`config.mk`:
```
export PLATFORM = sky130hd
export DESIGN_NAME = spi_master_gen
export DESIGN_NICKNAME = d
export VERILOG_FILES = /design/src/rtl/spi_master_gen.sv
export SDC_FILE = /design/constraint.sdc
export NUM_CORES = 1
export LEC_CHECK = 0
export ABC_AREA = 1
export CAP_MARGIN = 25
export CORE_UTILIZATION = 50
export DETAILED_ROUTE_END_ITERATION = 16
export GPL_ROUTABILITY_DRIVEN = 0
export GPL_TIMING_DRIVEN = 1
export PLACE_DENSITY_LB_ADDON = 0.1
export SLEW_MARGIN = 5
export SYNTH_ARGS = -nofsm -noshare
export SYNTH_HDL_FRONTEND = slang
export SYNTH_SLANG_ARGS = --single-unit
```
`constraint.sdc`:
```
create_clock -name i_clk -period 1.5 [get_ports i_clk]
set_input_delay 0.3 -clock i_clk [delete_from_list [all_inputs] [get_ports i_clk]]
set_output_delay 0.3 -clock i_clk [all_outputs]
set_load 0.03 [all_outputs]
```
`src/rtl/spi_master_gen.sv`:
```
// Parametrised full-duplex SPI master with a start/busy/done command handshake.
// Mode, SCK divider, chip select and data word are latched when a transfer is accepted.
module spi_master_gen #(
   parameter int DATA_WIDTH = 16,
   parameter int CS_NUM     = 2,
   parameter int DIV_WIDTH  = 8,
   localparam int SEL_W     = (CS_NUM > 1) ? $clog2(CS_NUM) : 1
) (
   input  logic                  i_clk,
   input  logic                  i_rst_n,
   input  logic                  i_start,
   input  logic [DATA_WIDTH-1:0] i_data,
   input  logic [SEL_W-1:0]      i_cs_sel,
   input  logic                  i_cpol,
   input  logic                  i_cpha,
   input  logic [DIV_WIDTH-1:0]  i_div,
   input  logic                  i_miso,
   output logic                  o_busy,
   output logic                  o_done,
   output logic [DATA_WIDTH-1:0] o_data,
   output logic                  o_sck,
   output logic                  o_mosi,
   output logic [CS_NUM-1:0]     o_cs_n
);

   // state | meaning
   // IDLE  | bus quiet, SCK at latched CPOL, waiting for i_start
   // SETUP | CS asserted, MSB on MOSI, one half-period before first SCK edge
   // XFER  | 2*DATA_WIDTH SCK edges, one per half-period, plus trailing half-period
   // HOLD  | SCK parked at CPOL, CS still asserted for one half-period
   // DONE  | CS released, o_done pulse, o_data updated; may accept next start

   localparam int EDGE_W = $clog2(2 * DATA_WIDTH + 1);

   typedef enum logic [2:0] {
      ST_IDLE,
      ST_SETUP,
      ST_XFER,
      ST_HOLD,
      ST_DONE
   } state_t;

   state_t                state_q, state_d;
   logic [DIV_WIDTH-1:0]  tmr_q, div_q;
   logic [EDGE_W-1:0]     edge_q;
   logic [DATA_WIDTH-1:0] tx_q, rx_q;
   logic                  cpol_q, cpha_q;
   logic [CS_NUM-1:0]     cs_dec_n;

   logic tick, accept, xfer_end, edge_fire, leading, last_edge;

   always_comb begin
      tick      = (tmr_q == '0);
      accept    = i_start && ((state_q == ST_IDLE) || (state_q == ST_DONE));
      xfer_end  = (edge_q == EDGE_W'(2 * DATA_WIDTH));
      edge_fire = tick && ((state_q == ST_SETUP) || ((state_q == ST_XFER) && !xfer_end));
      leading   = ~edge_q[0];
      last_edge = (edge_q == EDGE_W'(2 * DATA_WIDTH - 1));
      state_d   = state_q;
      case (state_q)
         ST_IDLE:  if (accept) state_d = ST_SETUP;
         ST_SETUP: if (tick) state_d = ST_XFER;
         ST_XFER:  if (tick && xfer_end) state_d = ST_HOLD;
         ST_HOLD:  if (tick) state_d = ST_DONE;
         ST_DONE:  state_d = accept ? ST_SETUP : ST_IDLE;
         default:  state_d = ST_IDLE;
      endcase
   end

   // An out-of-range select matches no index, so the transfer runs with no CS asserted.
   always_comb begin
      cs_dec_n = '1;
      for (int i = 0; i < CS_NUM; i++) begin
         if (i_cs_sel == SEL_W'(i)) cs_dec_n[i] = 1'b0;
      end
   end

   always_ff @(posedge i_clk or negedge i_rst_n) begin
      if (!i_rst_n) state_q <= ST_IDLE;
      else          state_q <= state_d;
   end

   always_ff @(posedge i_clk or negedge i_rst_n) begin
      if (!i_rst_n) begin
         cpol_q <= 1'b0;
         cpha_q <= 1'b0;
         div_q  <= '0;
         tmr_q  <= '0;
         edge_q <= '0;
         tx_q   <= '0;
         rx_q   <= '0;
         o_busy <= 1'b0;
         o_done <= 1'b0;
         o_data <= '0;
         o_sck  <= 1'b0;
         o_mosi <= 1'b0;
         o_cs_n <= '1;
      end else begin
         o_done <= 1'b0;
         if (accept) begin
            cpol_q <= i_cpol;
            cpha_q <= i_cpha;
            div_q  <= i_div;
            tmr_q  <= i_div;
            edge_q <= '0;
            tx_q   <= i_data;
            rx_q   <= '0;
            o_mosi <= i_data[DATA_WIDTH-1];
            o_sck  <= i_cpol;
            o_cs_n <= cs_dec_n;
            o_busy <= 1'b1;
         end else begin
            if ((state_q == ST_SETUP) || (state_q == ST_XFER) || (state_q == ST_HOLD)) begin
               if (tick) tmr_q <= div_q;
               else      tmr_q <= tmr_q - DIV_WIDTH'(1);
            end
            if (edge_fire) begin
               o_sck  <= ~o_sck;
               edge_q <= edge_q + EDGE_W'(1);
               if (cpha_q) begin
                  // MSB is re-driven on the first leading edge, then one bit per leading edge.
                  if (leading) begin
                     o_mosi <= tx_q[DATA_WIDTH-1];
                     tx_q   <= {tx_q[DATA_WIDTH-2:0], 1'b0};
                  end else begin
                     rx_q <= {rx_q[DATA_WIDTH-2:0], i_miso};
                  end
               end else begin
                  if (leading) begin
                     rx_q <= {rx_q[DATA_WIDTH-2:0], i_miso};
                  end else if (!last_edge) begin
                     o_mosi <= tx_q[DATA_WIDTH-2];
                     tx_q   <= {tx_q[DATA_WIDTH-2:0], 1'b0};
                  end
               end
            end
            if ((state_q == ST_HOLD) && tick) begin
               o_done <= 1'b1;
               o_data <= rx_q;
               o_cs_n <= '1;
               o_busy <= 1'b0;
               o_sck  <= cpol_q;
            end
         end
      end
   end

endmodule

```
==> results.cfg <==
[synth]
synthCells = 498
synth_fp_nets = 533
yosysTopAreaCell = dfrtp_1
netlist_top_cells_area = dfrtp_1, nand2_1, nand3_1
netlist_area_sq_mm = 0.00398
synth.top_cell.area_share = 0.496
syn_area_per_cell_sq_um = 8.00
synth_warnings = 0
synth.distinct_cells = 32
synth-seq-area-share = 0.509
synth_seq_cells = 81

[power]
pwr_density_cell_mw_per_mm2 = 728
p_total_w = 0.00410
p_leak_nw = 3.09
peakVddDrop_v = 0.000455

[final_layout]
final_cell_mix = nand2_1, dfrtp_1, inv_1
num_antenna_cells = 0
mostFrequentLayoutCell = nand2_1
syn_to_final_growth_pct = 41.4
drive_gt1_frac = 0.254
fin_nets = 633
fin_area_sq_mm = 0.00563

[clock_tree]
cts-htree-levels = 3
cts_tree = done
cts.sink_count = 81
cts_root_buf = clkbuf_8
clock_latency_ns = 0.35
clockBufferDepth = 2
cts_made_buffers = 9
clk_pin_slew_worst_paths_ns = 0.09

[detailed_routing]
routed_wl_mm = 9.84
post_drt_wl_per_cell_microns = 14.0
dr_total_vias = 3644
antenna_left = 0
viasPerCell = 5.17
drc = 0
drt-initial-drc-count = 136
dr.pass1.iters = 4

[timing]
finalClockSkew_ns = 0.00942
hold_slack_ns = 0.481
max_clock_freq_mhz = 622
fin_crit_sh = 1.07
rsz0062_at_grt = true
setup_violations = 42
fin_ws_ns = -0.109
maxSlewViolCount = 0
slew_headroom = 0.674
final.min_clock_period_ns = 1.61
hold_violations = 0
max_slew.worst_pin.slew_ns = 0.486

[worst_setup_path]
max_stage_delay_ns = 0.41
critPathCaptureType = register
required_ns = 1.74
crit_path_cell_trace = inv_2 > ha_4 > nand3_4 > nor2_4 > nand4_1 > buf_4 > clkbuf_16 > nand3_2 > o21ai_1
worst_path_max_delay_cell = dfrtp_1
reg2reg_depth = 9
startpoint = tmr_q[1]
worstPathArrival_ns = 1.85
path_class = register to register
critPathMaxFanout = 8
cp-start-kind = register
reg2reg_from = tmr_q[1]

[hold_path]
hp-class = input port to asynchronous set/reset pin

[placement]
portBuffers = 52
hpwl_mm = 5.78
placed_area_sq_mm = 0.00487

[global_route]
antenna_found_initial = 0
grt_usage = 0.240
grt_first_pass_wirelength_mm = 15.9
grt_remaining_overflow = 0
grt_start_max_net_pins = 82
first_global_vias = 3473

[run]
maxCapViolations = 0

[outcome]
failed_checks = setup timing
status = complete, but fails checks

[floorplan]
core_area_sq_mm = 0.00773
die_h_microns = 91.3
die_w_microns = 91.3
initial_core_util = 0.516
die_area_sq_mm = 0.00833
fp-row-count = 32
ios = 53
-- worst max-delay path: cells and delay by family, from the launching register on --
family	cells	cell delay [ns]
buffers and inverters	3	0.44
AND/OR/NAND/NOR	4	0.44
flip-flops	1	0.41
adder cells (fa/ha/maj)	1	0.14
AO/OA/AOI/OAI	1	0.07
-- timing repair --
| action | 4_1_cts | 5_1_grt |
|---|---|---|
| pin swaps | 6 | 20 |
| endpoints found under the hold margin | 67 | 0 |
| hold buffers | 1 | 0 |
| endpoints found under the setup margin | 76 | 67 |
| setup buffers | 9 | 3 |
| gates resized for setup | 50 | 70 |
| gates cloned | 4 | 3 |
-- stage by stage --
step	util	worst slack, ns	setup TNS (ns)	std cells
6_report	0.729	-0.109	-2.43	705
5_1_grt	0.729	-0.198	-8.56	705
4_1_cts	0.690	-0.0667	-1.46	700
3_5_place_dp	0.630	-0.170	-5.80	670
3_3_place_gp	0.630	-0.146	-4.48	670
2_1_floorplan	-	0.0119	0	498
-- power by group --
part	leakage, nW	total, W	switching (W)	internal, W
logic	2.04	0.000135	0.0000590	0.0000760
registers	0.943	0.00218	0	0.00218
clock network	0.107	0.00178	0.000837	0.000945
total	3.09	0.00410	0.000896	0.00320
-- sequential cells by signal, indices dropped and copies added, names as in the netlist --
register / flops
state_q: 3
o_data: 16
cpol_q: 1
o_busy: 1
edge_q: 6
tx_q: 16
o_cs_n: 2
cpha_q: 1
o_done: 1
div_q: 8
o_mosi: 1
o_sck: 1
rx_q: 16
tmr_q: 8
-- per-layer routing --
metal	GRT usage	vias to the layer above	wire length (microns)
met4	0.0979	0	218
met2	0.386	73	4780
met1	0.325	1769	4510
met3	0.0360	20	332
li1	-	1782	-
met5	0	-	0
-- Yosys cell counts (all sizes together) --
cell	number
nand4	1
xor2	4
ha	4
dfrtp	79
a21oi	13
dfstp	2
a21o	1
o22ai	1
nor2	39
nand2	152
nand3b	1
or2	1
buf	17
inv	60
o21bai	8
clkbuf	4
o21ai	46
nand3	61
nor3	2
a22oi	2
-- final timing paths --
path	end	slack, ns
worst max-delay path	rx_q[9]	-0.11
worst min-delay path	o_data[6]	0.48
worst max register to register	rx_q[9]	-0.11
worst min register to register	o_busy	0.48
max in group asynchronous	o_cs_n[1]	0.61
min in group i_clk	o_busy	0.48
-- area by class of cell --
type,count,area (sq um)
sequential,81,2030
inverter,60,225
timing repair buffer,109,1100
clock buffer,10,128
fill,562,2100
clock inverter,6,90.1
multi-input combinational,337,1930
tap,102,128
-- kinds of logic after synthesis --
logic type / share of synthesized area
AND/OR/NAND/NOR: 0.282
buffers and inverters: 0.0905
flip-flops: 0.509
AO/OA/AOI/OAI: 0.0964
XOR/XNOR: 0.00879
adder cells (fa/ha/maj): 0.0126
No activity file was read; power rests on OpenSTA's default activity.
